==> src/rtl/instr_fetch_unit_pkg.sv <==
// Shared defaults and helpers for the instruction fetch stage.
package instr_fetch_unit_pkg;

    localparam int unsigned IFU_ADDR_WIDTH = 16;
    localparam int unsigned IFU_DATA_WIDTH = 32;
    localparam int unsigned IFU_RESET_PC   = 0;
    localparam int unsigned IFU_FIFO_DEPTH = 2;

    // Word-addressed PC increment, truncated to the PC width so it wraps to 0.
    function automatic logic [31:0] pc_increment(input logic [31:0] pc, input int unsigned width);
        logic [31:0] mask;
        mask = (width >= 32) ? '1 : ((32'd1 << width) - 32'd1);
        return (pc + 32'd1) & mask;
    endfunction

endpackage

==> src/rtl/instr_fetch_unit_fetch_fifo.sv <==
// Small synchronous FIFO buffering {pc, instruction} pairs between fetch and decode.
module fetch_fifo
    import instr_fetch_unit_pkg::*;
#(
    parameter int unsigned WIDTH = IFU_ADDR_WIDTH + IFU_DATA_WIDTH,
    parameter int unsigned DEPTH = IFU_FIFO_DEPTH
) (
    input  logic             clk,
    input  logic             reset,
    input  logic             push,
    input  logic             pop,
    input  logic             flush,
    input  logic [WIDTH-1:0] din,
    output logic             full,
    output logic             empty,
    output logic [WIDTH-1:0] head
);

    localparam int unsigned PW = $clog2(DEPTH);
    localparam int unsigned CW = $clog2(DEPTH + 1);

    logic [WIDTH-1:0] mem [DEPTH];
    logic [PW-1:0]    rd_ptr;
    logic [PW-1:0]    wr_ptr;
    logic [CW-1:0]    count;

    always_ff @(posedge clk) begin
        if (reset || flush) begin
            rd_ptr <= '0;
            wr_ptr <= '0;
            count  <= '0;
        end else begin
            if (push) wr_ptr <= wr_ptr + 1'b1;
            if (pop)  rd_ptr <= rd_ptr + 1'b1;
            unique case ({push, pop})
                2'b10:   count <= count + 1'b1;
                2'b01:   count <= count - 1'b1;
                default: count <= count;
            endcase
        end
    end

    // Push+pop on a full FIFO overwrites the slot being popped; head is read before the edge.
    always_ff @(posedge clk) begin
        if (push && !reset && !flush) mem[wr_ptr] <= din;
    end

    always_comb begin
        full  = (count == CW'(DEPTH));
        empty = (count == '0);
        head  = mem[rd_ptr];
    end

endmodule

==> src/rtl/instr_fetch_unit.sv <==
// Fetch stage: PC register driving a read-only RAM port, buffered into fetch_fifo for decode.
module instr_fetch_unit
    import instr_fetch_unit_pkg::*;
#(
    parameter int unsigned ADDR_WIDTH = IFU_ADDR_WIDTH,
    parameter int unsigned DATA_WIDTH = IFU_DATA_WIDTH,
    parameter int unsigned RESET_PC   = IFU_RESET_PC,
    parameter int unsigned FIFO_DEPTH = IFU_FIFO_DEPTH
) (
    input  logic                  clk,
    input  logic                  reset,
    input  logic                  fetch_enable,
    input  logic                  redirect_valid,
    input  logic [ADDR_WIDTH-1:0] redirect_pc,
    output logic [ADDR_WIDTH-1:0] ram_address,
    output logic                  ram_is_write,
    output logic [DATA_WIDTH-1:0] ram_in,
    input  logic [DATA_WIDTH-1:0] ram_out,
    output logic                  instr_valid,
    output logic [DATA_WIDTH-1:0] instr,
    output logic [ADDR_WIDTH-1:0] instr_pc,
    input  logic                  instr_ready
);

    localparam int unsigned EW = ADDR_WIDTH + DATA_WIDTH;

    logic [ADDR_WIDTH-1:0] pc;
    logic [ADDR_WIDTH-1:0] pc_inc;
    logic                  push;
    logic                  pop;
    logic                  full;
    logic                  empty;
    logic [EW-1:0]         head;

    fetch_fifo #(
        .WIDTH (EW),
        .DEPTH (FIFO_DEPTH)
    ) u_fifo (
        .clk   (clk),
        .reset (reset),
        .push  (push),
        .pop   (pop),
        .flush (redirect_valid),
        .din   ({pc, ram_out}),
        .full  (full),
        .empty (empty),
        .head  (head)
    );

    always_comb begin
        ram_address  = pc;
        ram_is_write = 1'b0;
        ram_in       = '0;
        instr_valid  = !empty;
        instr        = instr_valid ? head[DATA_WIDTH-1:0] : '0;
        instr_pc     = instr_valid ? head[EW-1 -: ADDR_WIDTH] : '0;
        pop          = instr_valid && instr_ready;
        // A pop frees a slot in the same cycle, so a full FIFO can still accept a word.
        push         = fetch_enable && !redirect_valid && (!full || pop);
        pc_inc       = ADDR_WIDTH'(pc_increment(32'(pc), ADDR_WIDTH));
    end

    always_ff @(posedge clk) begin
        if (reset) begin
            pc <= ADDR_WIDTH'(RESET_PC);
        end else if (redirect_valid) begin
            pc <= redirect_pc;
        end else if (push) begin
            pc <= pc_inc;
        end
    end

endmodule

==> config.mk <==
export PLATFORM = sky130hd
export DESIGN_NAME = instr_fetch_unit
export DESIGN_NICKNAME = d
export VERILOG_FILES = /design/src/rtl/instr_fetch_unit_pkg.sv /design/src/rtl/instr_fetch_unit_fetch_fifo.sv /design/src/rtl/instr_fetch_unit.sv
export SDC_FILE = /design/constraint.sdc
export NUM_CORES = 1
export LEC_CHECK = 0
export CORE_MARGIN = 1
export CORE_UTILIZATION = 42
export CTS_CLUSTER_SIZE = 12
export DETAILED_ROUTE_END_ITERATION = 16
export PLACE_DENSITY = 0.76
export SLEW_MARGIN = 20
export SYNTH_ARGS = -nofsm -noshare
export SYNTH_HDL_FRONTEND = slang
export SYNTH_SLANG_ARGS = --single-unit
==> constraint.sdc <==
create_clock -name clk -period 5.75 [get_ports clk]
set_clock_uncertainty 0.1 [all_clocks]
set_input_delay 1.4375 -clock clk [delete_from_list [all_inputs] [get_ports clk]]
set_output_delay 1.4375 -clock clk [all_outputs]
set_load 0.02 [all_outputs]
==> flow_summary.yaml, run 1 <==
worst_setup_path:
  critPathKind: "input port to register"
  crit_path_end_kind: "register"
  ff2ff_setup_slack_ns: 3.25
  start_kind: "input port"
  cp_data_required_time_ns: 5.72
  slowest_stage: "nor3b_4"
  crit_chain: "clkdlybuf4s50_1 -> inv_2 -> nand3_1 -> nor3b_4 -> buf_4"
  crit_fanout: 28
  r2r_start: "u_fifo.count[0]"
  crit_arrival_ns: 4.14
  reg2reg_to: "u_fifo.mem[1][1]"
  slowest_delay_ns: 0.77
  rr_worst_depth: 4
timing:
  rsz0062_at_grt: "no"
  period_minus_slack_ns: 4.175
  slew-limit-headroom_pct: 43.05
  hold_viol: 0
  finalCritPeriodShare_pct: 72.62
  finalSetupViolations: 0
  clock.fmax_ghz: 0.2395
  worst_pin_slew_ns: 0.8543
  timing.final.ws_setup_ns: 1.575
  finalMaxSlewViolations: 0
die:
  rows: 39
  ios: 151
  start_util_pct: 43.38
  die_w_um: 110.8
  core_area_um2: 11470
  die_y_um: 110.8
  die_area_um2: 12280
synth:
  yosysWarningCount: 0
  synth_edf_count: 96
  yosys-top-cells-count: "96 x edfxtp_1, 61 x nor2_1, 49 x mux2i_1"
  synth_top_area_cell: "edfxtp_1"
  ys_seq_area_share_pct: 66.40
  ys_types: 41
  syn-mean-instance-area_um2: 13.48
  yosysTopAreaCellShare_pct: 57.95
  synth_area_leaders: "edfxtp_1 58%, mux2i_1 9.9%, dfxtp_1 8.5%"
  synth_area_um2: 4975
  synth_seq_cells: 117
  synth_most_common_cell: "edfxtp_1"
  ys.flop_type: "edfxtp_1"
  async_flop_share_pct: 0
  syn_inst: 369
placement:
  gp_congestion: 0.8250
  dp_cells: 614
  port_buffers: 117
  pre_cts_slack_ns: 1.178
  post_dp_cell_area_um2: 6186
  place_hpwl_mm: 6.284
worst_hold_path:
  hold_depth: 0
  hold_end: "u_fifo.mem[0][43]"
  hp-class: "register to register"
  hp-start: "ram_address[11]"
clock_tree:
  numClockSinks: 117
  root_buffer: "clkbuf_16"
  cts_setup_buffers: 0
  cts_buffer_depth: 2
  cts_tree: "yes"
  path_clk_slew_ns: 0.06
  cts_resized: 0
  cts_hold_buf: 0
  htree_levels: 4
  cts_buffers: 17
  clock_latency_ns: 0.39
finish:
  fin_util_pct: 59.16
  nNetsFinal: 546
  layout-drive-gt1-share_pct: 10.12
  fin_cells: 647
  fillers: 898
  layout-area-overhead-vs-synth_pct: 36.37
  antenna_cells: 0
  finalInstanceArea_um2: 6784
global_routing:
  gr-usage-all-layers_pct: 15.96
  grt_pass1_wl_mm: 15.23
  use_met3_pct: 5.194
  grtUsageMet1_pct: 19.43
  grt_antenna_before_repair: 0
  grt_pass1_vias: 3043
  grt_max_degree: 50
  busiest_layer: "met2"
  grt_remaining_overflow: 0
  met2_usage_pct: 26.92
detailed_routing:
  first_iter_violations: 121
  wirelength_mm: 9.544
  drc: 0
  vias_per_cell: 4.963
  final_antenna_net_count: 0
  dr.pass1.iters: 4
  routedWlPerCell_um: 14.75
  vias: 3211
pwr:
  total_power_mw: 2.121
  leakage_nw: 2.282
  powerDensity_nw_per_um2: 312.6
  ir_drop_uv: 153.0
outcome:
  outcome: "finished, final reports clean"
flow_run:
  cap_violations: 0
-- critical path, delay by kind of cell --
kind                   cells  cell delay, ns
buffers and inverters      3            1.63
AND/OR/NAND/NOR            2            1.06
-- kinds of logic (layout without fill, tap and decap cells) --
| logic type | after synthesis | after routing | share of synthesized area (%) |
|---|---|---|---|
| AOI/OAI and AO/OA | 23 | 23 | 3.697 |
| xor gates and xnor gates | 10 | 10 | 1.760 |
| adders and majority gates | 2 | 2 | 0.5029 |
| buffers and inverters | 59 | 162 | 6.967 |
| DFF | 117 | 117 | 66.40 |
| muxes | 50 | 50 | 10.09 |
| other | 1 | 33 | 0.07538 |
| and+or+nand+nor | 107 | 107 | 10.51 |
-- layout by cell type (no fill, tap or decap), drive strengths merged, types with 2 or more instances in the layout --
master / instances
nor2: 61
clkbuf: 20
conb: 33
or3b: 2
nor4: 2
clkinv: 8
a31oi: 3
ha: 2
nand3b: 2
nor3: 9
nor3b: 4
xnor2: 5
a31o: 3
xor2: 5
nand4: 6
edfxtp: 96
and4: 2
inv: 12
mux2i: 49
nand3: 5
dfxtp: 21
buf: 5
a311oi: 5
nand2: 8
clkdlybuf4s50: 117
a211oi: 6
-- through the flow --
stage          TNS [ns]  hold slack (ns)
2_1_floorplan   -0.7776           0.4202
3_3_place_gp          0           0.4228
3_5_place_dp          0           0.4317
4_1_cts               0           0.4399
5_1_grt               0           0.4489
6_report              0           0.4428
-- final cells by class --
type | instances | area, um^2 | share of cell area [%]
timing repair buffer | 122 | 1229 | 18.11
tap | 143 | 178.9 | 2.637
inverter | 8 | 30.03 | 0.4426
clock inverter | 12 | 91.34 | 1.346
multi-input combinational | 225 | 1469 | 21.65
clock buffer | 20 | 479.2 | 7.064
sequential | 117 | 3307 | 48.75
-- how the worst max path moves through the flow --
stage | slack (ns) | from | endpoint
finish | 1.57 | redirect_valid | u_fifo.mem[1][1]
global placement | 1.30 | redirect_valid | u_fifo.mem[1][22]
CTS | 1.57 | redirect_valid | u_fifo.mem[1][39]
detailed placement | 1.18 | redirect_valid | u_fifo.mem[1][22]
global route | 1.32 | redirect_valid | u_fifo.mem[1][1]
floorplan | -0.02 | redirect_valid | u_fifo.mem[0][0]
-- power by group --
group          internal [mW]  switching, mW
Clock                  0.607          0.363
Sequential             0.942         0.0230
Combinational         0.0879         0.0981
Total                   1.64          0.484
-- metal layers --
metal	up-vias	wire, um
met3	8	457
met1	1540	4217
met2	118	4779
met4	0	90
met5	-	0
li1	1545	-
-- registers in the layout, summed over array words and instances (netlist names), named ones only --
name / cells
u_fifo.rd_ptr: 1
ram_address: 16
u_fifo.wr_ptr: 1
u_fifo.count: 2
u_fifo.mem: 96
(Power assumes the default switching activity.)
==> run 2: changes to the inputs <==
==> constraint.sdc (replaced) <==
create_clock -name clk -period 3.7 [get_ports clk]
set_clock_uncertainty 0.1 [all_clocks]
set_input_delay 0.925 -clock clk [delete_from_list [all_inputs] [get_ports clk]]
set_output_delay 0.925 -clock clk [all_outputs]
set_load 0.02 [all_outputs]
==> flow_summary.yaml, run 2 (same netlist as run 1, synthesis figures left out) <==
worst_setup_path:
  critPathKind: "register to primary output"
  path_delay_family: "buffers and inverters"
  worstSetupStartpoint: "u_fifo.count[0]"
  cp_data_required_time_ns: 2.67
  crit_buf_inv: 2
  crit_fanout: 29
  crit_path_end_kind: "primary output"
  slowest_stage: "clkdlybuf4s50_1"
  start_kind: "register"
  ff2ff_setup_slack_ns: 1.62
  crit_arrival_ns: 2.14
  r2r_start: "u_fifo.count[0]"
  slowest_delay_ns: 0.54
  crit_chain: "nor2_4 -> buf_12 -> nor2_1 -> clkdlybuf4s50_1"
clock_tree:
  numClockSinks: 117
  htree_levels: 4
  cts_setup_buffers: 0
  cts_tree: "yes"
  cts_hold_buf: 0
  cts_resized: 0
  path_clk_slew_ns: 0.05
  root_buffer: "clkbuf_16"
  cts_buffer_depth: 2
  cts_buffers: 17
  clock_latency_ns: 0.39
placement:
  dp_cells: 618
  port_buffers: 117
  pre_cts_slack_ns: 0.7102
  place_hpwl_mm: 6.191
  gp_congestion: 0.8663
die:
  die_w_um: 110.8
  core_area_um2: 11470
  start_util_pct: 43.38
  die_y_um: 110.8
  rows: 39
  die_area_um2: 12280
  ios: 151
finish:
  largest_register_ffs: 96
  layout-area-overhead-vs-synth_pct: 37.10
  regMostFlops: "u_fifo.mem"
  layout.cells.most_common_list: "117 x clkdlybuf4s50_1, 96 x edfxtp_1, 60 x nor2_1, 49 x mux2i_1, 33 x conb_1"
  final_common_cell: "clkdlybuf4s50_1"
  fin_cells: 650
  antenna_cells: 0
  fin_util_pct: 59.48
  nNetsFinal: 549
  layout-drive-gt1-share_pct: 10.06
timing:
  slew-limit-headroom_pct: 56.26
  finalSetupViolations: 0
  period_minus_slack_ns: 3.165
  worst_pin_slew_ns: 0.6507
  finalCritPeriodShare_pct: 85.54
  tns_ns: 0
  hold_ws_ns: 0.4312
  timing.final.ws_setup_ns: 0.5349
  finalMaxSlewViolations: 0
  rsz0062_at_grt: "no"
  hold_viol: 0
  clock.fmax_ghz: 0.3159
pwr:
  leakage_nw: 2.299
  powerDensity_nw_per_um2: 484.1
  ir_drop_uv: 238.9
flow_run:
  cap_violations: 0
detailed_routing:
  first_iter_violations: 163
  wl_met2_mm: 4.721
  final_antenna_net_count: 0
  drc: 0
  wl_met3_um: 555
  met1Wirelength_mm: 3.917
  top_layer_used: "met4"
  vias_per_cell: 4.886
  routedWlPerCell_um: 14.36
  dr.pass1.iters: 4
  vias: 3176
  wirelength_mm: 9.336
worst_hold_path:
  hp-start: "ram_address[13]"
  hp-class: "register to register"
global_routing:
  grt_max_degree: 49
  grt_remaining_overflow: 0
  grt_pass1_wl_mm: 15.12
  grt_pass1_vias: 3074
  gr-usage-all-layers_pct: 15.91
  grt_antenna_before_repair: 0
outcome:
  outcome: "finished, final reports clean"
-- run 2: changes by cell type in the layout (fill, tap and decap cells not counted), sizes merged --
cell / change
bufinv: +1
buf: +3
clkbuf: +3
clkinv: -2
inv: -2
-- run 2: cell type report --
class	count	area, um^2
fill	921	4647
sequential	117	3304
multi-input combinational	225	1475
timing repair buffer	125	1269
clock buffer	23	490.5
tap	143	178.9
clock inverter	9	72.57
inverter	8	30.03
-- run 2: layer usage --
layer  vias up  track usage [%]
li1       1539                -
met1      1492            19.07
met2       133            26.71
met3        12            4.538
met4         0            6.933
met5         -                0
-- run 2: per-stage QoR --
step,power (mW),cell area [um^2]
2_1_floorplan,1.690,5117
3_3_place_gp,1.812,6257
3_5_place_dp,1.818,6257
4_1_cts,3.341,6820
5_1_grt,3.418,6820
6_report,3.302,6820
-- run 2: worst register-to-register path, stage by stage, from the launching register on --
cell     delay (ns)
dfxtp_1        0.39
nor2_4         0.48
inv_1          0.14
and2_1         0.22
ha_1           0.20
xnor2_1        0.13
nor2_1         0.12
xnor2_1        0.13
nor3_1         0.05
-- run 2: worst paths after layout --
check                 endpoint  cells past startpoint
max               instr_pc[14]                      4
min          u_fifo.mem[0][45]                      0
max reg2reg    u_fifo.count[1]                      8
min reg2reg  u_fifo.mem[0][45]                      0
-- run 2: power by group --
part / internal, mW / total (mW) / switching, mW / leakage [nW]
clock: 0.995 / 1.51 / 0.515 / 0.285
sequential: 1.47 / 1.50 / 0.0303 / 1.05
combinational: 0.139 / 0.297 / 0.158 / 0.964
